$ cat config.mk
export PLATFORM = sky130hd
export DESIGN_NAME = result_write_controller_flat
export DESIGN_NICKNAME = d
export VERILOG_FILES = /design/src/rtl/result_write_controller_pkg.sv /design/src/rtl/result_write_controller_if.sv /design/src/rtl/result_write_controller_wr_addr_counter.sv /design/src/rtl/result_write_controller.sv /design/src/flat_wrapper.sv
export SDC_FILE = /design/constraint.sdc
export NUM_CORES = 1
export LEC_CHECK = 0
export CELL_PAD_IN_SITES_DETAIL_PLACEMENT = 1
export CELL_PAD_IN_SITES_GLOBAL_PLACEMENT = 2
export CORE_MARGIN = 3
export CORE_UTILIZATION = 32
export CTS_CLUSTER_SIZE = 8
export DETAILED_ROUTE_END_ITERATION = 12
export GPL_ROUTABILITY_DRIVEN = 0
export PLACE_DENSITY = 0.87
export SETUP_SLACK_MARGIN = 0.3
export SKIP_CTS_REPAIR_TIMING = 1
export SLEW_MARGIN = 20
export SYNTH_ARGS = -nofsm -noshare
export SYNTH_HDL_FRONTEND = slang
export SYNTH_HIERARCHICAL = 1
export SYNTH_SLANG_ARGS = --single-unit
export TNS_END_PERCENT = 10
$ cat constraint.sdc
create_clock -name clock -period 3 [get_ports clock]
set_clock_uncertainty 0.2 [all_clocks]
set_input_delay 0.75 -clock clock [delete_from_list [all_inputs] [get_ports clock]]
set_output_delay 0.75 -clock clock [all_outputs]
set_load 0.01 [all_outputs]
$ cat src/rtl/result_write_controller_pkg.sv
// Shared softmax pipeline definitions: write-controller FSM states,
// default geometry and the frame-length clamp.
package softmax_pkg;

    localparam int unsigned DEF_ADDR_W = 10;
    localparam int unsigned DEF_DATA_W = 16;
    localparam int unsigned DEF_DEPTH  = 1024;

    typedef enum logic [1:0] {
        IDLE,
        WRITE,
        DONE
    } wr_state_e;

    // A zero length or one beyond the RAM size means "fill the whole RAM".
    function automatic int unsigned clamp_len(input int unsigned len,
                                              input int unsigned depth);
        if (len == 0 || len > depth) begin
            return depth;
        end
        return len;
    endfunction

endpackage

$ cat src/rtl/result_write_controller_if.sv
// Result stream handshake plus RAM write port of the result write controller.
interface result_write_controller_if
    import softmax_pkg::*;
#(
    parameter int unsigned ADDR_W = DEF_ADDR_W,
    parameter int unsigned DATA_W = DEF_DATA_W
);
    logic              in_valid;
    logic [DATA_W-1:0] in_data;
    logic              in_ready;
    logic              wr_en;
    logic [ADDR_W-1:0] wr_addr;
    logic [DATA_W-1:0] wr_data;

    modport slave (
        input  in_valid, in_data,
        output in_ready, wr_en, wr_addr, wr_data
    );

    modport master (
        output in_valid, in_data,
        input  in_ready, wr_en, wr_addr, wr_data
    );
endinterface

$ cat src/rtl/result_write_controller_wr_addr_counter.sv
// Write address counter: load clears the count and latches the frame length,
// enable advances it, tc_o flags the final address of the frame.
module wr_addr_counter #(
    parameter int unsigned ADDR_W = 10
) (
    input  logic              clk_i,
    input  logic              rst_ni,
    input  logic              load_i,
    input  logic [ADDR_W:0]   len_i,
    input  logic              en_i,
    output logic [ADDR_W-1:0] cnt_o,
    output logic              tc_o
);
    logic [ADDR_W-1:0] cnt_q;
    logic [ADDR_W:0]   len_q;

    // Count stops at the terminal value so a full-depth frame never wraps.
    always_ff @(posedge clk_i or negedge rst_ni) begin
        if (!rst_ni) begin
            cnt_q <= '0;
            len_q <= '0;
        end else if (load_i) begin
            cnt_q <= '0;
            len_q <= len_i;
        end else if (en_i && !tc_o) begin
            cnt_q <= cnt_q + ADDR_W'(1);
        end
    end

    assign cnt_o = cnt_q;
    assign tc_o  = ({1'b0, cnt_q} == (len_q - (ADDR_W+1)'(1)));

endmodule

$ cat src/rtl/result_write_controller.sv
// Result write controller: writes a framed stream of softmax results to
// consecutive RAM addresses from 0, with registered write port and
// start/busy/done framing.
// Optional feature macro: RESULT_WR_OVF_EN adds the sticky overflow flag.
module result_write_controller
    import softmax_pkg::*;
#(
    parameter int unsigned ADDR_W = DEF_ADDR_W,
    parameter int unsigned DATA_W = DEF_DATA_W,
    parameter int unsigned DEPTH  = DEF_DEPTH
) (
    input  logic                    clock,
    input  logic                    reset_n,
    input  logic                    start,
    input  logic [ADDR_W:0]         frame_len,
    result_write_controller_if.slave bus,
    output logic                    busy,
    output logic                    done
`ifdef RESULT_WR_OVF_EN
    ,
    output logic                    overflow
`endif
);
    wr_state_e         state_q;
    logic              wr_en_q;
    logic [ADDR_W-1:0] wr_addr_q;
    logic [DATA_W-1:0] wr_data_q;
    logic              busy_q;
    logic              done_q;

    logic              load;
    logic              handshake;
    logic [ADDR_W:0]   eff_len;
    logic [ADDR_W-1:0] cnt;
    logic              tc;

    assign bus.in_ready = (state_q == WRITE);
    assign handshake    = bus.in_valid && (state_q == WRITE);
    assign load         = (state_q == IDLE) && start;
    assign eff_len      = (ADDR_W+1)'(clamp_len(32'(frame_len), DEPTH));

    wr_addr_counter #(
        .ADDR_W(ADDR_W)
    ) u_wr_addr_counter (
        .clk_i (clock),
        .rst_ni(reset_n),
        .load_i(load),
        .len_i (eff_len),
        .en_i  (handshake),
        .cnt_o (cnt),
        .tc_o  (tc)
    );

    // Frame FSM with registered write port and framing outputs.
    always_ff @(posedge clock or negedge reset_n) begin
        if (!reset_n) begin
            state_q   <= IDLE;
            wr_en_q   <= 1'b0;
            wr_addr_q <= '0;
            wr_data_q <= '0;
            busy_q    <= 1'b0;
            done_q    <= 1'b0;
        end else begin
            wr_en_q <= 1'b0;
            done_q  <= 1'b0;
            case (state_q)
                IDLE: begin
                    if (start) begin
                        state_q <= WRITE;
                        busy_q  <= 1'b1;
                    end
                end
                WRITE: begin
                    if (handshake) begin
                        wr_en_q   <= 1'b1;
                        wr_addr_q <= cnt;
                        wr_data_q <= bus.in_data;
                        if (tc) begin
                            state_q <= DONE;
                            done_q  <= 1'b1;
                        end
                    end
                end
                DONE: begin
                    state_q <= IDLE;
                    busy_q  <= 1'b0;
                end
                default: begin
                    state_q <= IDLE;
                    busy_q  <= 1'b0;
                end
            endcase
        end
    end

    assign bus.wr_en   = wr_en_q;
    assign bus.wr_addr = wr_addr_q;
    assign bus.wr_data = wr_data_q;
    assign busy        = busy_q;
    assign done        = done_q;

`ifdef RESULT_WR_OVF_EN
    logic ovf_q;

    // Sticky flag for words offered while no frame is accepting them.
    always_ff @(posedge clock or negedge reset_n) begin
        if (!reset_n) begin
            ovf_q <= 1'b0;
        end else if (load) begin
            ovf_q <= 1'b0;
        end else if (bus.in_valid && !bus.in_ready) begin
            ovf_q <= 1'b1;
        end
    end

    assign overflow = ovf_q;
`endif

endmodule

$ cat src/flat_wrapper.sv
// flat-port wrapper written by rule: the top's interface ports become plain ports
module result_write_controller_flat import softmax_pkg::*;
#(
    parameter int unsigned ADDR_W = DEF_ADDR_W,
    parameter int unsigned DATA_W = DEF_DATA_W,
    parameter int unsigned DEPTH  = DEF_DEPTH
)
  (clock, reset_n, start, frame_len, busy, done, bus_in_valid, bus_in_data, bus_in_ready, bus_wr_en, bus_wr_addr, bus_wr_data);
  result_write_controller_if #(.ADDR_W(ADDR_W), .DATA_W(DATA_W)) bus_i ();
  input  logic clock;
  input  logic reset_n;
  input  logic start;
  input  logic [ADDR_W:0] frame_len;
  output logic busy;
  output logic done;
  input wire logic [$bits(bus_i.in_valid)-1:0] bus_in_valid;
  input wire logic [$bits(bus_i.in_data)-1:0] bus_in_data;
  output wire logic [$bits(bus_i.in_ready)-1:0] bus_in_ready;
  output wire logic [$bits(bus_i.wr_en)-1:0] bus_wr_en;
  output wire logic [$bits(bus_i.wr_addr)-1:0] bus_wr_addr;
  output wire logic [$bits(bus_i.wr_data)-1:0] bus_wr_data;
  assign bus_i.in_valid = bus_in_valid;
  assign bus_i.in_data = bus_in_data;
  assign bus_in_ready = bus_i.in_ready;
  assign bus_wr_en = bus_i.wr_en;
  assign bus_wr_addr = bus_i.wr_addr;
  assign bus_wr_data = bus_i.wr_data;
  result_write_controller #(.ADDR_W(ADDR_W), .DATA_W(DATA_W), .DEPTH(DEPTH)) u_core (.clock(clock), .reset_n(reset_n), .start(start), .frame_len(frame_len), .bus(bus_i), .busy(busy), .done(done));
endmodule
# Word level (Yosys, flattened, before mapping)
# Cells that the tools add are included.
dict set report totals {
  regBits 52
  inputBits 31
  word_cells 44
}
dict set report op_classes {
  add_sub_neg 2
  magnitude_cmp 1
  n_eq_ne 5
  muxes 16
  bitwise 1
  reduce_logical 11
}
# cell n
set op_table {}
lappend op_table {{$mux W11} 2}
lappend op_table {{$mux W10} 2}
lappend op_table {{$eq A10 B11 Y1} 1}
lappend op_table {{$gt A11 B11 Y1 const B} 1}
lappend op_table {{$logic_not A11 Y1} 1}
lappend op_table {{$sub A11 B1 Y11 const B} 1}
lappend op_table {{$add A10 B1 Y10 const B} 1}
lappend op_table {{$mux W1} 7}
lappend op_table {{$mux W2} 3}
lappend op_table {{$ne A2 B1 Y1 const B} 2}
lappend op_table {{$pmux W2 S2} 1}
lappend op_table {{$reduce_and A2 Y1} 2}
lappend op_table {{$logic_and A1 B1 Y1} 3}
lappend op_table {{$reduce_and A3 Y1} 1}
lappend op_table {{$eq A2 B1 Y1 const B} 1}
lappend op_table {{$logic_not A2 Y1} 1}
lappend op_table {{$ne A2 B2 Y1 const B} 1}
lappend op_table {{$pmux W1 S2} 1}
lappend op_table {{$reduce_bool A2 Y1} 1}
lappend op_table {{$logic_not A1 Y1} 1}
lappend op_table {{$logic_or A1 B1 Y1} 1}
lappend op_table {{$not A1 Y1} 1}

# Longest topological paths before layout
# Gate-level depths: netlist of the first run.
dict set report logic_depth {
  depth_word 6
  depth_mapped 12
  ltp_nobuf 10
}

# Cells and area by module
# The synthesis of the first run kept the hierarchy.
# mod instances cells_per_inst area_each_um2
set by_module_without_submodules {}
lappend by_module_without_submodules {wr_addr_counter 1 153 1357.6}
lappend by_module_without_submodules {result_write_controller 1 85 1281.2}

# Worst setup path before layout of the first run
# OpenSTA, ideal clock, no wires.
dict set report synth_timing {
  path_type {reg-to-reg}
  startpoint {reg u_core.u_wr_addr_counter.len_q[0]}
  endpoint {reg u_core.u_wr_addr_counter.cnt_q[9], in the netlist u_core/u_wr_addr_counter/cnt_o[9]}
  setup_time_ns 0.078
  arrival_time_ns 2.232
  path_slack_ns 0.490
  stages_incl_launch_ff 10
  path_buffers 2
  synth_period_minus_slack_ns 2.510
  path_cell_list {dfrtp_1 > buf_6 > or4_1 > o22ai_1 > o21a_2 > nor4_1 > and4_1 > buf_6 > or4_1 > a21oi_1}
}
dict set report synth_via {
  elab_chain_cells 5
}
# element line
set synth_rtl {}
lappend synth_rtl {{start: declaration} result_write_controller_wr_addr_counter.sv:15} ;# logic [ADDR_W:0] len_q;
lappend synth_rtl {{start signal: assignment} result_write_controller_wr_addr_counter.sv:24} ;# len_q <= len_i;
lappend synth_rtl {{$sub A11 B1 Y11} result_write_controller_wr_addr_counter.sv:31} ;# assign tc_o = ({1'b0, cnt_q} == (len_q - (ADDR_W+1)'(1)));
lappend synth_rtl {{$eq A10 B11 Y1} result_write_controller_wr_addr_counter.sv:31}
lappend synth_rtl {{$logic_not A1 Y1} result_write_controller_wr_addr_counter.sv:25} ;# end else if (en_i && !tc_o) begin
lappend synth_rtl {{$logic_and A1 B1 Y1} result_write_controller_wr_addr_counter.sv:25}
lappend synth_rtl {{$reduce_bool A2 Y1 (no line)} --}
lappend synth_rtl {{end signal: assignment} result_write_controller_wr_addr_counter.sv:26} ;# cnt_q <= cnt_q + ADDR_W'(1);
lappend synth_rtl {{end: declaration} result_write_controller_wr_addr_counter.sv:14} ;# logic [ADDR_W-1:0] cnt_q;
# No other way between the ends.
# A chain may end at the register's enable or synchronous reset.

# Worst setup path in the final report of the first run
# Same ends and word-level chain as after synthesis.

==> summary.txt, run 1 <==
status: completed
vias in the first global route: 2245
# diodes: 0
drt total wl: 6300 um
area grow syn2layout: 32.8%
Die Footprint: 0.00937 mm^2
Synth Flop Type: dfrtp_1
die width: 96.8 um
Post-synth EDFFs: 0
port buffer count: 60
Worst-Margin Slew: 668 ps
antenna-violating nets left: 0
Max Cap Viol: 0
ratio of cells with drive above 1 in the final layout: 0.230
Avg Cell Area, Syn: 11.1 um^2
crit-path cells: or4_4, o22ai_2, o21a_2, nor4_1, and4_4, buf_4, or4_4, a21oi_2
CP max stage cell: or4_4
Clk Latency, worst-skew pair: 310 ps
clock-pin slew of the registers on the worst-case setup and hold paths: 100 ps
Detailed Place HPWL: 4530 um
cell family with most CP delay: simple AND/OR/NAND/NOR gates
buffers plus inverters on the worst setup path: 1
Core Area: 0.00785 mm^2
Starting Density: 0.336
syn nets: 271
die boundary height: 96.8 um
ys async rst share: 1.00
Post-Syn Instances: 238
final setup fails: 0
Total GRT Usage: 0.140
Setup TNS Final: 0 ps
leak pwr: 1.45 nW
first-pass GRT wire length: 11000 um
unrepaired setup endpoints after global routing: yes
via count: 2048
row cnt: 32
largest net degree at the start of global routing: 53
CTS Buf Count: 5
CP Capture Type: flip-flop
crit path time final: 2640 ps
TritonRoute pass-1 iters: 4
VDD IR max: 0.331 mV
Pwr Density: 814 mW/mm^2
post-synthesis sequential area ratio: 0.493
wire per inst: 15.5 um
Yosys warnings: 6
Max Fclk: 378 MHz
final hold slack: 307 ps
Num Clock Sinks: 52
Max Root-Sink Buffers: 2
vias per inst: 5.03
Root Driver: clkbuf_8
slowest stage delay, CP: 540 ps
synthesized flop and latch total: 52
CP Max Fanout: 9
Slew Viols, Final: 0
CTS tree: yes
unique cell type count in the Yosys netlist: 45
Ports: 61
Mapped Area: 0.00264 mm^2
Slew Limit Headroom: 0.555
Iter 0 DRT Violations: 49
Final #Nets: 337
final period utilization: 0.882
WP data arrival: 2690 ps
DRC viols: 0
Critical Path RT: 3040 ps
Hold Crit Class: reg2reg
type of the worst setup path: reg2reg
Final Hold Fails: 0
htree depth: 2
total grt overflow: 0
Crit path top cell by count: or4_4
antenna violations before repair: 0
Critical Path Source Type: flip-flop
[state kept, by name (all words and copies together), names as in the netlist]
name and count:
u_core/state_q 2, u_core/bus.wr_data 16, u_core/bus.wr_en 1, u_core/u_wr_addr_counter/len_q 11, u_core/u_wr_addr_counter/cnt_o 10, u_core/done 1, u_core/busy 1, u_core/bus.wr_addr 10
[per-stage QoR]
stage	area, um^2	total power, mW	util	std cells	setup WS (ps)
final	3500	2.85	0.447	407	355
after floorplan	2640	1.87	-	238	490
after global placement	3360	2.34	0.428	397	246
after detailed placement	3360	2.37	0.428	397	196
after CTS	3450	2.80	0.439	405	146
after global routing	3500	3.08	0.447	407	278
[power breakdown]
| part | switching, mW | leakage (nW) | total [mW] | internal [mW] |
|---|---|---|---|---|
| Combinational | 0.612 | 0.756 | 1.34 | 0.729 |
| Sequential | 0.200 | 0.650 | 1.11 | 0.905 |
| Clock | 0.241 | 0.0414 | 0.407 | 0.167 |
| Total | 1.05 | 1.45 | 2.85 | 1.80 |
[cell usage after synthesis (all sizes together), types with 2 or more instances]
| cell type | n | area [um^2] |
|---|---|---|
| dfrtp | 52 | 1300 |
| mux2 | 34 | 409 |
| o21ai | 15 | 75.1 |
| a21oi | 11 | 55.1 |
| nor2 | 11 | 41.3 |
| nor2b | 11 | 68.8 |
| nand2 | 10 | 37.5 |
| buf | 8 | 62.6 |
| inv | 8 | 30.0 |
| or3 | 6 | 37.5 |
| xor2 | 6 | 52.6 |
| nand4 | 5 | 31.3 |
| nor4 | 5 | 31.3 |
| clkbuf | 4 | 15.0 |
| nand3 | 4 | 20.0 |
| nor3 | 4 | 20.0 |
| or4 | 4 | 30.0 |
| xnor2 | 4 | 35.0 |
| nand2b | 3 | 18.8 |
| o31ai | 3 | 22.5 |
| a21o | 2 | 15.0 |
| a31oi | 2 | 12.5 |
| and2 | 2 | 12.5 |
| and3 | 2 | 12.5 |
| and3b | 2 | 17.5 |
| and4 | 2 | 17.5 |
| ha | 2 | 25.0 |
| o211ai | 2 | 15.0 |
[metal layers]
layer  GRT usage  vias to the layer above  part of all wire
li1            -                      986                 -
met1       0.188                     1010              0.47
met2       0.228                       44              0.47
met3      0.0260                        8             0.036
met4      0.0464                        0             0.014
met5           0                        -                 0
[cells in the final DEF, fill, tap and decap left out, drive strengths merged, types with 4 or more instances in the layout]
| cell | count |
|---|---|
| dfrtp | 52 |
| inv | 8 |
| o21ai | 15 |
| nor2 | 11 |
| clkbuf | 6 |
| nand3 | 4 |
| buf | 12 |
| xor2 | 6 |
| or4 | 4 |
| nor4 | 5 |
| nand4 | 5 |
| xnor2 | 4 |
| a21oi | 11 |
| nor2b | 11 |
| nor3 | 4 |
| or3 | 6 |
| mux2 | 34 |
| nand2 | 10 |
| clkdlybuf4s50 | 59 |
[logic make-up after synthesis]
| family | count (synthesis) | synth area share |
|---|---|---|
| AND/OR/NAND/NOR | 77 | 0.168 |
| buffers and inverters | 20 | 0.0408 |
| flip-flops | 52 | 0.493 |
| XOR/XNOR | 10 | 0.0332 |
| multiplexers | 35 | 0.159 |
| adder cells (fa/ha/maj) | 2 | 0.00948 |
| AO/OA/AOI/OAI | 42 | 0.0963 |
[area by class of cell]
type,instances,area [um^2]
multi-input cells,166,1270
clock inverters,2,16.3
well taps,102,128
clock buffers,6,72.6
flip-flops and latches,52,1310
inverters,8,30.0
fillers,878,4340
repair buffers,71,678
[path summary, 6_finish.rpt]
check	slack [ps]	cells after the start	start	to
max in group asynchronous	1800	2	reset_n	u_core/u_wr_addr_counter/len_q[5]$_DFFE_PN0P_
hold / removal	310	1	u_core/busy$_DFFE_PN0P_	u_core/busy$_DFFE_PN0P_
setup reg to reg	360	8	u_core/u_wr_addr_counter/len_q[0]$_DFFE_PN0P_	u_core/u_wr_addr_counter/cnt_o[9]$_DFFE_PN0P_
hold reg to reg	310	1	u_core/busy$_DFFE_PN0P_	u_core/busy$_DFFE_PN0P_
min in group asynchronous	330	2	reset_n	u_core/u_wr_addr_counter/len_q[4]$_DFFE_PN0P_
setup / recovery	360	8	u_core/u_wr_addr_counter/len_q[0]$_DFFE_PN0P_	u_core/u_wr_addr_counter/cnt_o[9]$_DFFE_PN0P_
[worst reg2reg max path: cells and delay by family, from the launching register on]
kind	cells	cell delay, ps
AND/OR/NAND/NOR	4	1330
flip-flops	1	440
AO/OA/AOI/OAI	3	430
buffers and inverters	1	160
Power figures use the tool's default switching activity.
==> run 2: changes to the inputs <==
- CORE_UTILIZATION: 32 -> 34
- PLACE_DENSITY: 0.87 -> 0.91
- clock period: 3 -> 3.3 ns (I/O delays scaled with it)
==> summary.txt, run 2 (synthesis gave the netlist of run 1 again) <==
CP Capture Type: flip-flop (unchanged)
via count: 2053 (was 2048)
CP Max Fanout: 19 (was 9)
most common cell after layout, fill and taps aside: clkdlybuf4s50_1 (unchanged)
largest net degree at the start of global routing: 34 (was 53)
CTS Buf Count: 5 (unchanged)
Max Root-Sink Buffers: 2 (unchanged)
status: completed (unchanged)
Top Layer Used: met4 (unchanged)
Max Fclk: 367 MHz (was 378 MHz)
die width: 94.1 um (was 96.8 um)
WP data arrival: 2730 ps (was 2690 ps)
Iter 0 DRT Violations: 82 (was 49)
cell family with most CP delay: simple AND/OR/NAND/NOR gates (unchanged)
Critical Path RT: 3310 ps (was 3040 ps)
fin worst setup slack: 573 ps (was 355 ps)
Detailed Place HPWL: 4580 um (was 4530 um)
first-pass GRT wire length: 10300 um (was 11000 um)
CP max stage cell: dfrtp_1 (was or4_4)
Worst R2R Path Depth: 8 (unchanged)
port buffer count: 60 (unchanged)
buffers plus inverters on the worst setup path: 1 (unchanged)
WHS Path Cells: 1 (unchanged)
Slew Viols, Final: 0 (unchanged)
Met1 Wirelength: 2850 um (was 2990 um)
Critical Path Source Type: flip-flop (unchanged)
Die Footprint: 0.00885 mm^2 (was 0.00937 mm^2)
clock-pin slew of the registers on the worst-case setup and hold paths: 100 ps (about the same)
Slew Limit Headroom: 0.542 (was 0.555)
Root Driver: clkbuf_8 (unchanged)
final setup fails: 0 (unchanged)
total grt overflow: 0 (unchanged)
flop2flop setup slack: 570 ps (was 360 ps)
commonest cells after routing, fill and taps aside: 59 x clkdlybuf4s50_1, 52 x dfrtp_1, 27 x mux2_2 (was 59 x clkdlybuf4s50_1, 49 x dfrtp_1, 27 x mux2_2)
crit-path cells: inv_1, ha_1, o211a_1, o31a_1, nor4_1, and4_4, nor2_1, mux2_2 (was or4_4, o22ai_2, o21a_2, nor4_1, and4_4, buf_4, or4_4, a21oi_2)
wire per inst: 15.8 um (was 15.5 um)
htree depth: 2 (unchanged)
Worst Min Path Start: u_core/busy$_DFFE_PN0P_ (unchanged)
Worst-Margin Slew: 687 ps (was 668 ps)
Critical R2R Launch: u_core/u_wr_addr_counter/len_q[0]$_DFFE_PN0P_ (unchanged)
Hold Crit Class: reg2reg (unchanged)
Hold EP: u_core/busy$_DFFE_PN0P_ (unchanged)
antenna-violating nets left: 0 (unchanged)
crit path time final: 2730 ps (was 2640 ps)
vias per inst: 5.18 (was 5.03)
r2r endpoint: u_core/u_wr_addr_counter/cnt_o[0]$_DFFE_PN0P_ (was u_core/u_wr_addr_counter/cnt_o[9]$_DFFE_PN0P_)
DRC viols: 0 (unchanged)
# diodes: 0 (unchanged)
area grow syn2layout: 29.2% (was 32.8%)
Final #Nets: 329 (was 337)
VDD IR max: 0.215 mV (was 0.331 mV)
slowest stage delay, CP: 480 ps (was 540 ps)
Total GRT Usage: 0.146 (was 0.140)
max reg flops: 16 (unchanged)
ratio of cells with drive above 1 in the final layout: 0.175 (was 0.230)
row cnt: 31 (was 32)
Num Clock Sinks: 52 (unchanged)
vias in the first global route: 2091 (was 2245)
leak pwr: 1.41 nW (was 1.45 nW)
Ports: 61 (unchanged)
drt total wl: 6270 um (was 6300 um)
Core Area: 0.00741 mm^2 (was 0.00785 mm^2)
unrepaired setup endpoints after global routing: no (was yes)
total power: 2.51 mW (was 2.85 mW)
dpl ws: 368 ps (was 196 ps)
Max Cap Viol: 0 (unchanged)
die boundary height: 94.1 um (was 96.8 um)
Setup TNS Final: 0 ps (unchanged)
antenna violations before repair: 0 (unchanged)
Starting Density: 0.356 (was 0.336)
Clk Latency, worst-skew pair: 320 ps (was 310 ps)
Final Hold Fails: 0 (unchanged)
CTS tree: yes (unchanged)
final period utilization: 0.826 (was 0.882)
type of the worst setup path: reg2reg (unchanged)
met2 wire len: 3010 um (was 2990 um)
Met3 Wirelength: 298 um (was 229 um)
Pwr Density: 736 mW/mm^2 (was 814 mW/mm^2)
TritonRoute pass-1 iters: 4 (unchanged)
## run 2: changes by cell type in the layout (fill, tap and decap cells not counted), moves of 2 or more
cell     previous run  this run
inv_6               0         2
dfrtp_1            49        52
dfrtp_2             3         0
a21oi_2             2         0
a21oi_1             9        11
buf_4              11         3
or4_1               2         4
or4_4               2         0
## run 2: metrics by stage
stage               instances  hold slack [ps]  cell area, um^2  utilization
CTS                       396              293             3400        0.459
floorplan                 238              277             2640            -
detailed placement        388              270             3310        0.447
global placement          388              263             3310        0.447
finish                    396              283             3410        0.460
global route              396              303             3410        0.460
## run 2: power breakdown
group	switching, mW	total [mW]	internal [mW]
registers	0.198	1.02	0.819
logic	0.523	1.10	0.581
clock network	0.235	0.390	0.155
## run 2: worst max-delay path by stage
| stage | to | cells after the start | startpoint |
|---|---|---|---|
| after floorplan | u_core/u_wr_addr_counter/cnt_o[9]$_DFFE_PN0P_ | 9 | u_core/u_wr_addr_counter/len_q[0]$_DFFE_PN0P_ |
| after global placement | u_core/u_wr_addr_counter/cnt_o[0]$_DFFE_PN0P_ | 6 | bus_in_valid |
| after detailed placement | u_core/u_wr_addr_counter/cnt_o[0]$_DFFE_PN0P_ | 7 | u_core/u_wr_addr_counter/len_q[2]$_DFFE_PN0P_ |
| after CTS | u_core/u_wr_addr_counter/cnt_o[0]$_DFFE_PN0P_ | 7 | u_core/u_wr_addr_counter/len_q[2]$_DFFE_PN0P_ |
| after global routing | u_core/state_q[0]$_DFFE_PN0P_ | 10 | u_core/u_wr_addr_counter/len_q[0]$_DFFE_PN0P_ |
| final | u_core/u_wr_addr_counter/cnt_o[0]$_DFFE_PN0P_ | 8 | u_core/u_wr_addr_counter/len_q[0]$_DFFE_PN0P_ |
## run 2: cell type report
type,count,area [um^2]
clock buffer,5,68.8
timing repair buffer,63,618
inverter,8,30.0
fill,814,4000
clock inverter,3,25.0
tap,99,124
sequential,52,1300
multi-input combinational,166,1240
## run 2: layer usage
layer / global-route usage / up-vias
li1: - / 974
met3: 0.0313 / 8
met1: 0.185 / 1012
met4: 0.0529 / 0
met5: 0 / -
met2: 0.243 / 59
